<file path="src/rtl/pipe_hazard_unit_pkg.sv">
// pipe_hazard_unit_pkg: shared state and forwarding-select codes for the hazard unit
package pipe_hazard_unit_pkg;
  typedef enum logic {HZ_RUN = 1'b0, HZ_WAIT = 1'b1} hz_state_e;
  typedef logic [1:0] fwd_sel_t;
  localparam fwd_sel_t FWD_RF    = 2'b00;
  localparam fwd_sel_t FWD_EXMEM = 2'b10;
  localparam fwd_sel_t FWD_MEMWB = 2'b01;
endpackage

</file>
<file path="src/rtl/pipe_hazard_unit_fwd.sv">
// pipe_hazard_unit_fwd: EX-stage operand forwarding select for one source register
module pipe_hazard_unit_fwd
  import pipe_hazard_unit_pkg::*;
#(
  parameter int RA_W   = 5,
  parameter bit FWD_EN = 1'b1
) (
  input  logic [RA_W-1:0] rs,
  input  logic [RA_W-1:0] mem_rd,
  input  logic            mem_reg_wr,
  input  logic [RA_W-1:0] wb_rd,
  input  logic            wb_reg_wr,
  output fwd_sel_t        sel
);
  logic mem_hit, wb_hit;
  always_comb begin
    mem_hit = mem_reg_wr && mem_rd != '0 && mem_rd == rs;
    wb_hit  = wb_reg_wr && wb_rd != '0 && wb_rd == rs;
    sel     = !FWD_EN ? FWD_RF : mem_hit ? FWD_EXMEM : wb_hit ? FWD_MEMWB : FWD_RF;
  end
endmodule

</file>
<file path="src/rtl/pipe_hazard_unit.sv">
// pipe_hazard_unit: stall/flush control, operand forwarding and data-memory wait FSM
module pipe_hazard_unit
  import pipe_hazard_unit_pkg::*;
#(
  parameter int RA_W    = 5,
  parameter int MEM_LAT = 0,
  parameter bit FWD_EN  = 1'b1,
  parameter int CNT_W   = 16
) (
  input  logic             clk,
  input  logic             rst_n,
  input  logic [RA_W-1:0]  id_rs1,
  input  logic [RA_W-1:0]  id_rs2,
  input  logic             id_use_rs1,
  input  logic             id_use_rs2,
  input  logic [RA_W-1:0]  ex_rs1,
  input  logic [RA_W-1:0]  ex_rs2,
  input  logic [RA_W-1:0]  ex_rd,
  input  logic             ex_reg_wr,
  input  logic             ex_mem_rd,
  input  logic [RA_W-1:0]  mem_rd,
  input  logic             mem_reg_wr,
  input  logic             mem_access,
  input  logic [RA_W-1:0]  wb_rd,
  input  logic             wb_reg_wr,
  input  logic             redirect,
  output logic             pc_wr_en,
  output logic             if_id_wr_en,
  output logic             id_ex_wr_en,
  output logic             ex_mem_wr_en,
  output logic             if_id_flush,
  output logic             id_ex_flush,
  output logic             ex_mem_flush,
  output logic             mem_wb_flush,
  output fwd_sel_t         fwd_a_sel,
  output fwd_sel_t         fwd_b_sel,
  output logic             mem_busy,
  output logic [CNT_W-1:0] stall_cnt,
  output logic [CNT_W-1:0] flush_cnt
);
  localparam int WC_W = MEM_LAT > 1 ? $clog2(MEM_LAT) : 1;
  localparam logic [WC_W-1:0] LAT_M1 = WC_W'(MEM_LAT > 0 ? MEM_LAT - 1 : 0);

  hz_state_e state, state_nx;
  logic [WC_W-1:0] wait_cnt, wait_nx;
  logic mem_stall, redir, hazard, data_stall;
  fwd_sel_t fa, fb;

  function automatic logic reads(input logic [RA_W-1:0] rd, input logic [RA_W-1:0] r1,
                                 input logic [RA_W-1:0] r2, input logic u1, input logic u2);
    return rd != '0 && ((u1 && r1 == rd) || (u2 && r2 == rd));
  endfunction

  // Every hazard term is gated by rst_n so outputs sit at their run defaults during reset.
  always_comb begin
    mem_stall  = rst_n && ((state == HZ_RUN && mem_access && MEM_LAT > 0) ||
                           (state == HZ_WAIT && wait_cnt != '0));
    redir      = rst_n && redirect && !mem_stall;
    hazard     = ex_reg_wr && (FWD_EN ? ex_mem_rd : 1'b1) &&
                 reads(ex_rd, id_rs1, id_rs2, id_use_rs1, id_use_rs2);
    hazard     = FWD_EN ? hazard : hazard ||
                 (mem_reg_wr && reads(mem_rd, id_rs1, id_rs2, id_use_rs1, id_use_rs2)) ||
                 (wb_reg_wr && reads(wb_rd, id_rs1, id_rs2, id_use_rs1, id_use_rs2));
    data_stall = rst_n && hazard && !mem_stall && !redir;
    pc_wr_en     = !(mem_stall || data_stall);
    if_id_wr_en  = !(mem_stall || data_stall);
    id_ex_wr_en  = !mem_stall;
    ex_mem_wr_en = !mem_stall;
    if_id_flush  = redir;
    id_ex_flush  = redir || data_stall;
    ex_mem_flush = redir;
    mem_wb_flush = mem_stall;
    mem_busy     = rst_n && state == HZ_WAIT;
    fwd_a_sel    = rst_n ? fa : FWD_RF;
    fwd_b_sel    = rst_n ? fb : FWD_RF;
    state_nx     = mem_stall ? HZ_WAIT : HZ_RUN;
    wait_nx      = !mem_stall ? '0 : state == HZ_RUN ? LAT_M1 : wait_cnt - 1'b1;
  end

  always_ff @(posedge clk or negedge rst_n) begin
    if (!rst_n) begin
      state     <= HZ_RUN;
      wait_cnt  <= '0;
      stall_cnt <= '0;
      flush_cnt <= '0;
    end else begin
      state    <= state_nx;
      wait_cnt <= wait_nx;
      if ((mem_stall || data_stall) && !(&stall_cnt)) stall_cnt <= stall_cnt + 1'b1;
      if (redir && !(&flush_cnt)) flush_cnt <= flush_cnt + 1'b1;
    end
  end

  pipe_hazard_unit_fwd #(.RA_W(RA_W), .FWD_EN(FWD_EN)) u_fwd_a (
    .rs(ex_rs1), .mem_rd(mem_rd), .mem_reg_wr(mem_reg_wr), .wb_rd(wb_rd), .wb_reg_wr(wb_reg_wr), .sel(fa)
  );
  pipe_hazard_unit_fwd #(.RA_W(RA_W), .FWD_EN(FWD_EN)) u_fwd_b (
    .rs(ex_rs2), .mem_rd(mem_rd), .mem_reg_wr(mem_reg_wr), .wb_rd(wb_rd), .wb_reg_wr(wb_reg_wr), .sel(fb)
  );
endmodule

</file>
<file path="config.mk">
export PLATFORM = sky130hd
export DESIGN_NAME = pipe_hazard_unit
export DESIGN_NICKNAME = d
export VERILOG_FILES = /design/src/rtl/pipe_hazard_unit_pkg.sv /design/src/rtl/pipe_hazard_unit_fwd.sv /design/src/rtl/pipe_hazard_unit.sv
export SDC_FILE = /design/constraint.sdc
export NUM_CORES = 1
export LEC_CHECK = 0
export ABC_CLOCK_PERIOD_IN_PS = 4100
export CORE_AREA = 2 2 71 73
export DETAILED_ROUTE_END_ITERATION = 6
export DIE_AREA = 0 0 73 75
export PLACE_DENSITY = 0.92
export SLEW_MARGIN = 10
export SYNTH_ARGS = -nofsm -noshare
export SYNTH_HDL_FRONTEND = slang
export SYNTH_SLANG_ARGS = --single-unit
</file>
<file path="constraint.sdc">
create_clock -name clk -period 4.1 [get_ports clk]
set_input_delay 0.41 -clock clk [delete_from_list [all_inputs] [get_ports clk]]
set_output_delay 0.41 -clock clk [all_outputs]
set_load 0.03 [all_outputs]
</file>
# Word level (Yosys, flattened, before mapping)
# Cells that the tools add are included.
word_totals:
  reg_bits: 34
  input_bits: 45
  out_inout_bits: 45
  elab_cells: 56
op_classes:
  n_addsub: 3
  n_eq_ne: 6
  mux: 9
  n_reduce_logical: 34
ops:
  columns: ["operator", "count"]
  rows:
  - ["$add A16 B1 Y16 const B", 2]
  - ["$reduce_and A16 Y1", 2]
  - ["$eq A5 B5 Y1", 6]
  - ["$logic_and A1 B1 Y1", 21]
  - ["$reduce_bool A5 Y1", 3]
  - ["$mux W2", 4]
  - ["$logic_not A1 Y1", 5]
  - ["$mux W1", 5]
  - ["$logic_or A1 B1 Y1", 3]
  - ["$sub A1 B1 Y1 const B", 1]

# Longest topological paths before layout
# Gate-level depths: netlist of run 1.
logic_depth:
  ltp_word: 10
  depth_mapped: 8
  depth_no_buf: 7

# By module
# Synthesis of run 1 repeated with hierarchy kept, for this count alone.
hier_totals:
  hier_cells: 216
  area_unflattened_um2: 2130.8
modules_own_cells:
  columns: ["mod", "n_inst", "cells_per_inst", "area_each_um2", "seq_area_each_um2"]
  rows:
  - ["pipe_hazard_unit", 1, 174, 1813.0, 850.8]
  - ["pipe_hazard_unit_fwd", 2, 21, 158.9, 0.0]

# Worst setup path before layout of run 1
# OpenSTA, ideal clock, no wires.
synth_timing:
  path_type: "input to output"
  start: "input port rst_n"
  end: "output port id_ex_flush"
  t_arrival_ps: 2437
  required_ps: 3690
  path_slack_ps: 1253
  path_stages: 4
  n_path_buf: 0
  cell_sequence: "and2_1 nand2_1 inv_1 o41ai_1"
synth_via:
  elab_chain_cells: 6
  word_cells_on_any_way: 9
  classes_between: "reduce/logical: 9"
synth_rtl:
  columns: ["item", "line_no", "text"]
  rows:
  - ["from (decl)", "pipe_hazard_unit.sv:11", "input logic rst_n,"]
  - ["$logic_and A1 B1 Y1 (*)", "pipe_hazard_unit.sv:56", "mem_stall = rst_n && ((state == HZ_RUN && mem_access && MEM_LAT > 0) ||"]
  - ["$logic_not A1 Y1 (*)", null, null]
  - ["via ex_mem_wr_en", "pipe_hazard_unit.sv:30", "output logic ex_mem_wr_en,"]
  - ["$logic_and A1 B1 Y1", "pipe_hazard_unit.sv:58", "redir = rst_n && redirect && !mem_stall;"]
  - ["$logic_not A1 Y1", "pipe_hazard_unit.sv:64", "data_stall = rst_n && hazard && !mem_stall && !redir;"]
  - ["$logic_and A1 B1 Y1", "pipe_hazard_unit.sv:64", null]
  - ["$logic_or A1 B1 Y1 (*)", "pipe_hazard_unit.sv:70", "id_ex_flush = redir || data_stall;"]
  - ["to (decl)", "pipe_hazard_unit.sv:32", "output logic id_ex_flush,"]
# The timed path passes the listed nets; every way through them passes the cells marked *.

# Worst setup path in the final report of run 1
layout_timing:
  start: "input port ex_rd[3]"
  end: "output port id_ex_flush"
layout_via:
  elab_chain_cells: 9
  word_cells_on_any_way: 12
  classes_between: "eq/ne: 2; reduce/logical: 10"
layout_rtl:
  columns: ["item", "line_no", "text"]
  rows:
  - ["from (decl)", "pipe_hazard_unit.sv:18", "input logic [RA_W-1:0] ex_rd,"]
  - ["$eq A5 B5 Y1", "pipe_hazard_unit.sv:51", "return rd != '0 && ((u1 && r1 == rd) || (u2 && r2 == rd));"]
  - ["$logic_and A1 B1 Y1", "pipe_hazard_unit.sv:51", null]
  - ["$logic_or A1 B1 Y1", "pipe_hazard_unit.sv:51", null]
  - ["$logic_and A1 B1 Y1 (*)", "pipe_hazard_unit.sv:51", null]
  - ["$logic_and A1 B1 Y1 (*)", "pipe_hazard_unit.sv:59", "hazard = ex_reg_wr && (FWD_EN ? ex_mem_rd : 1'b1) &&"]
  - ["$logic_and A1 B1 Y1 (*) (3 in series)", "pipe_hazard_unit.sv:64", null]
  - ["$logic_or A1 B1 Y1 (*)", "pipe_hazard_unit.sv:70", null]
# Mark *: on every way between the ends. The rest lies on a longest branch, timed or not.

==> results.py, run 1 <==
metrics = {
    "grt": {
        "grt_pass1_wl_um": 8369,
        "grt_usage": 0.1990,
        "grt_pass1_vias": 1773,
        "grt_max_degree": 26,
        "antenna_found_initial": 0,
        "overflow": 0,
    },
    "place": {
        "routabilityCongestion": 0.8360,
        "dpl.hpwl_um": 4103,
        "port_buffers": 88,
    },
    "setup_path": {
        "required_ns": 3.69,
        "crit_type": "input port to output port",
        "slowest_delay_ns": 0.77,
        "cp-end-kind": "output port",
        "worstPathArrival_ns": 2.78,
        "reg2reg_setup_slack_ns": 1.98,
        "worstPathCellList": "clkdlybuf4s50_1 -> xor2_1 -> nor4_2 -> a32oi_1 -> o41ai_1 -> clkdlybuf4s50_1",
        "cp_common_cell": "clkdlybuf4s50_1",
        "critPathMaxFanout": 3,
        "critPathLaunchType": "input port",
        "crit_slowest_cell": "clkdlybuf4s50_1",
    },
    "route": {
        "dr_wl_met3_um": 348,
        "drt_first_pass_iters": 4,
        "met2WireLength_um": 2590,
        "drcViolationCount": 0,
        "routed_via_density": 5.225,
        "wl_met1_um": 2144,
        "wl_per_cell_um": 14.86,
        "via_count": 1808,
        "top_layer_used": "met4",
        "drtIter0Drc": 53,
        "wl_um": 5141,
        "drtAntennaViolNets": 0,
    },
    "clocking": {
        "clock_tree.root_cell": "clkbuf_8",
        "cts_tree": "done",
        "insertion_delay_ns": 0.28,
        "cts_hold_buffers": 0,
        "post_cts_buffers": 0,
        "h-tree-depth": 2,
        "cts_buffers": 5,
        "clock_path_buffers": 2,
        "numClockSinks": 34,
        "post_cts_resized": 0,
        "path_clk_slew_ns": 0.07,
    },
    "timing": {
        "clock_skew_ns": 0.003538,
        "setup_violations": 0,
        "fin_crit_ns": 3.189,
        "worstMarginPinSlew_ns": 0.5836,
        "fin_setup_tns_ns": 0,
        "fin_crit_sh": 0.7779,
        "rsz0062_at_grt": "false",
        "final-hold-violation-count": 0,
        "max_freq_ghz": 0.3135,
        "finalMaxSlewViolations": 0,
        "relSlewSlack": 0.6109,
    },
    "logic_synthesis": {
        "seq_area_frac_synth": 0.4167,
        "synth-seq-cells": 34,
        "syn_inst": 200,
        "ys.flop_type": "dfrtp_1",
        "ys_warn_count": 0,
        "async_reset_ff_frac": 1.000,
        "syn_nets": 247,
        "ys_types": 37,
        "synth-edff-count": 0,
        "syn_area_per_cell_um2": 10.21,
        "syn_area_um2": 2042,
    },
    "power": {
        "leakage_uw": 0.001308,
        "p_per_area_nw_per_um2": 312.7,
        "peakVddDrop_mv": 0.3576,
        "total_power_uw": 958.7,
    },
    "finish": {
        "drive_above_1_share": 0.07192,
        "final_common_cell": "clkdlybuf4s50_1",
        "syn_to_final_growth_pct": 50.12,
        "antenna_cells": 0,
        "final_cell_mix": "clkdlybuf4s50_1, xor2_1, dfrtp_1, xnor2_1",
        "finalNetCount": 338,
    },
    "floorplanning": {
        "core_area_um2": 4661,
        "io_pins": 90,
        "fp.dieH_um": 75,
        "initial_core_util": 0.4381,
        "num_rows": 25,
        "die-area_um2": 5475,
        "die_x_um": 73,
    },
    "status": {
        "outcome": "finished, final reports clean",
    },
    "run": {
        "cap_violations": 0,
    },
    "min_path": {
        "hold_class": "input port to async pin",
    },
}
[worst paths after layout]
check | from | endpoint | cells past startpoint
max in group asynchronous | rst_n | stall_cnt[1] | 2
hold / removal | rst_n | flush_cnt[0] | 1
setup / recovery | ex_rd[3] | id_ex_flush | 6
min in group clk | stall_cnt[11] | stall_cnt[11] | 1
hold reg to reg | stall_cnt[11] | stall_cnt[11] | 1
setup reg to reg | flush_cnt[4] | flush_cnt[15] | 6
[stage by stage]
step	hold slack (ns)	cell area, um2	utilization	worst slack (ns)	std cells
3_5_place_dp	0.4224	2955	0.6341	0.8945	338
3_3_place_gp	0.4128	2955	0.6341	0.9099	338
5_1_grt	0.1276	3065	0.6577	0.7609	346
2_1_floorplan	0.1144	2042	-	1.253	200
4_1_cts	0.1089	3065	0.6577	0.8901	346
6_report	0.1045	3065	0.6577	0.9105	346
[registers in the layout, summed over array words and instances (netlist names)]
| register | count |
|---|---|
| flush_cnt | 16 |
| state | 1 |
| wait_cnt | 1 |
| stall_cnt | 16 |
[power breakdown]
| group | internal, uW | total (uW) | leakage [uW] | switching, uW |
|---|---|---|---|---|
| Sequential | 366 | 406 | 0.000463 | 40.1 |
| Clock | 169 | 284 | 0.0000575 | 115 |
| Combinational | 133 | 268 | 0.000788 | 135 |
[critical path: cells and delay by family]
| family | cells | cell delay, ns |
|---|---|---|
| buf+inv | 2 | 1.24 |
| compound gates | 2 | 0.65 |
| xor+xnor | 1 | 0.20 |
| simple gates | 1 | 0.27 |
[routing by layer]
layer	vias to the layer above	GRT usage
li1	883	-
met3	6	0.04953
met1	853	0.2423
met2	66	0.3423
met5	-	0
met4	0	0.07407
[layout make-up]
cell class	count	area (um2)
clock buffer	8	110.1
fill	385	1595
inverter	2	7.507
multi-input combinational	159	1146
sequential	34	850.8
tap	54	67.56
timing repair buffer	89	883.3
[cell usage after synthesis (all sizes together) (2+ instances only)]
master | count | share of area
nor3b | 2 | 0.0098
buf | 4 | 0.017
o211ai | 2 | 0.0074
nand3 | 16 | 0.042
ha | 2 | 0.012
nor4 | 5 | 0.018
o41ai | 2 | 0.0086
xor2 | 36 | 0.15
nor2 | 6 | 0.012
dfrtp | 34 | 0.42
a31oi | 2 | 0.0092
nand4 | 6 | 0.018
xnor2 | 23 | 0.099
or4 | 4 | 0.015
inv | 2 | 0.0037
and3 | 8 | 0.025
nand2 | 15 | 0.028
nor3 | 12 | 0.037
mux2 | 2 | 0.011
and2 | 6 | 0.018
and4 | 3 | 0.013
[logic make-up (layout without fill, tap and decap cells)]
logic type | Yosys count | in the layout | share of synthesized area
simple gates | 85 | 85 | 0.2414
xor+xnor | 59 | 59 | 0.2531
flops | 34 | 34 | 0.4167
compound gates | 10 | 10 | 0.04166
buf+inv | 7 | 99 | 0.02206
fa+ha+maj | 2 | 2 | 0.01225
mux | 2 | 2 | 0.01103
other cells | 1 | 1 | 0.001836
No activity file was read; power rests on OpenSTA's default activity.
==> inputs of run 2 (changes only) <==
- ABC_CLOCK_PERIOD_IN_PS: 4100 -> 2750
- CORE_AREA: 2 2 71 73 -> 2 2 77 79
- DIE_AREA: 0 0 73 75 -> 0 0 79 81
- PLACE_DENSITY: 0.92 -> 0.84
- clock period: 4.1 -> 2.75 ns (I/O delays scaled with it)
==> results.py, run 2 (synthesized netlist as in run 1, its figures left out) <==
metrics = {
    "route": {
        "routed_via_density": 4.895,
        "wl_per_cell_um": 13.83,
        "drt_first_pass_iters": 3,
        "via_count": 1826,
        "drtAntennaViolNets": 0,
        "wl_um": 5158,
        "drcViolationCount": 0,
        "drtIter0Drc": 67,
    },
    "grt": {
        "grt_pass1_wl_um": 8204,
        "grt_usage": 0.1623,
        "overflow": 0,
        "antenna_found_initial": 0,
        "grt_pass1_vias": 1815,
        "grt_max_degree": 24,
    },
    "place": {
        "port_buffers": 88,
        "dpl.hpwl_um": 4055,
        "dpl_cell_area_um2": 3009,
        "routabilityCongestion": 0.8087,
    },
    "setup_path": {
        "reg2reg_setup_slack_ns": 0.67,
        "critPathMaxFanout": 23,
        "slowest_delay_ns": 0.55,
        "critPathLaunchType": "input port",
        "crit_slowest_cell": "or4_1",
        "worstPathCellList": "dlygate4sd3_1 -> buf_2 -> buf_6 -> o211ai_1 -> or4_1 -> nor4_1 -> buf_4",
        "worstPathArrival_ns": 2.33,
        "crit_type": "input port to output port",
        "required_ns": 2.48,
        "cp-end-kind": "output port",
    },
    "finish": {
        "drive_above_1_share": 0.09732,
        "top_regs": "flush_cnt x16, stall_cnt x16",
        "multiInputGateArea_um2": 1146,
        "final_cell_mix": "clkdlybuf4s50_1, xor2_1, dfrtp_1, xnor2_1",
        "fillerInstances": 520,
        "finalNetCount": 344,
        "antenna_cells": 0,
        "syn_to_final_growth_pct": 52.76,
        "design_area_um2": 3119,
        "final_common_cell": "clkdlybuf4s50_1",
        "ff_latch_area_um2": 850.8,
    },
    "timing": {
        "worstMarginPinSlew_ns": 0.5676,
        "fin_crit_ns": 2.609,
        "hold_ws_ns": 0.4843,
        "fin_crit_sh": 0.9488,
        "finalMaxSlewViolations": 0,
        "max_freq_ghz": 0.3833,
        "clock_skew_ns": 0.008173,
        "relSlewSlack": 0.6216,
        "final-hold-violation-count": 0,
        "setup_violations": 0,
        "rsz0062_at_grt": "false",
        "fin_setup_tns_ns": 0,
    },
    "power": {
        "combinationalPowerShare": 0.289,
        "pwr-share-clk": 0.273,
        "total_power_uw": 1388,
        "p_per_area_nw_per_um2": 444.9,
        "switchingPower_uw": 437.3,
        "peakVddDrop_mv": 0.2966,
        "seq_power_share": 0.437,
        "p_sw_frac": 0.3151,
        "power.internal_uw": 950.6,
        "leakage_uw": 0.001369,
    },
    "status": {
        "outcome": "finished, final reports clean",
    },
    "run": {
        "cap_violations": 0,
    },
    "floorplanning": {
        "fp.dieH_um": 81,
        "die-area_um2": 6399,
        "initial_core_util": 0.3598,
        "die_x_um": 79,
        "core_area_um2": 5675,
        "io_pins": 90,
        "num_rows": 28,
    },
    "clocking": {
        "path_clk_slew_ns": 0.07,
        "post_cts_buffers": 0,
        "h-tree-depth": 2,
        "numClockSinks": 34,
        "insertion_delay_ns": 0.28,
        "clock_tree.root_cell": "clkbuf_8",
        "clock_path_buffers": 2,
        "cts_buffers": 5,
        "cts_tree": "done",
    },
    "min_path": {
        "hold_class": "flop to flop",
    },
}
-- run 2: cell count changes in the layout (fill, tap and decap cells not counted) --
| cell | delta |
|---|---|
| clkdlybuf4s50_1 | -6 |
| clkbuf_8 | -2 |
| clkbuf_1 | +1 |
| dlymetal6s2s_1 | +2 |
| dlygate4sd3_1 | +1 |
| clkinv_2 | +1 |
| buf_4 | +8 |
| buf_6 | +1 |
-- run 2: power groups by stage --
| stage | sequential (uW) | combinational, uW | clock, uW |
|---|---|---|---|
| 5_1_grt | 616 | 428 | 410 |
| 3_5_place_dp | 616 | 404 | 0 |
| 4_1_cts | 607 | 406 | 388 |
| 6_report | 607 | 402 | 379 |
| 2_1_floorplan | 694 | 110 | 0 |
| 3_3_place_gp | 612 | 396 | 0 |
-- run 2: worst paths after layout --
path / end / depth (start not counted) / start
worst max-delay path: fwd_a_sel[0] / 7 / rst_n
worst min-delay path: stall_cnt[8] / 1 / stall_cnt[8]
worst max register to register: flush_cnt[15] / 6 / flush_cnt[4]
worst min register to register: stall_cnt[8] / 1 / stall_cnt[8]
max in group asynchronous: stall_cnt[4] / 3 / rst_n
min in group asynchronous: flush_cnt[1] / 3 / rst_n
-- run 2: metal layers --
| metal | GRT usage | vias to the layer above | routed length, um | part of all wire |
|---|---|---|---|---|
| li1 | - | 893 | - | - |
| met1 | 0.1884 | 868 | 2185 | 0.42 |
| met4 | 0.04138 | 0 | 51 | 0.0099 |
| met5 | 0 | - | 0 | 0 |
| met2 | 0.2915 | 60 | 2504 | 0.49 |
| met3 | 0.05111 | 5 | 416 | 0.081 |
-- run 2: repair_timing --
item | 4_1_cts | 5_1_grt
endpoints found under the setup margin | 0 | 3
hold buffers | 1 | 0
gates resized for setup | 0 | 3
hold endpoints to repair | 9 | 0
-- run 2: critical path: cells and delay by family --
| family | cells | cell delay [ns] |
|---|---|---|
| compound gates | 1 | 0.15 |
| simple gates | 2 | 0.80 |
| buf+inv | 4 | 1.11 |
-- run 2: layout make-up --
| cell class | count | share of cell area |
|---|---|---|
| well taps | 75 | 0.03008 |
| multi-input cells | 159 | 0.3674 |
| repair buffers | 95 | 0.2980 |
| inverters | 2 | 0.002407 |
| clock buffers | 7 | 0.02768 |
| flip-flops and latches | 34 | 0.2728 |
| clock inverters | 1 | 0.001604 |
-- run 2: stage by stage --
step,utilization,instances,setup slack (ns)
6_report,0.5496,373,0.1408
5_1_grt,0.5496,373,0.03592
4_1_cts,0.5481,373,0.01331
3_5_place_dp,0.5302,364,0.008251
3_3_place_gp,0.5302,364,0.06583
2_1_floorplan,-,200,0.06862
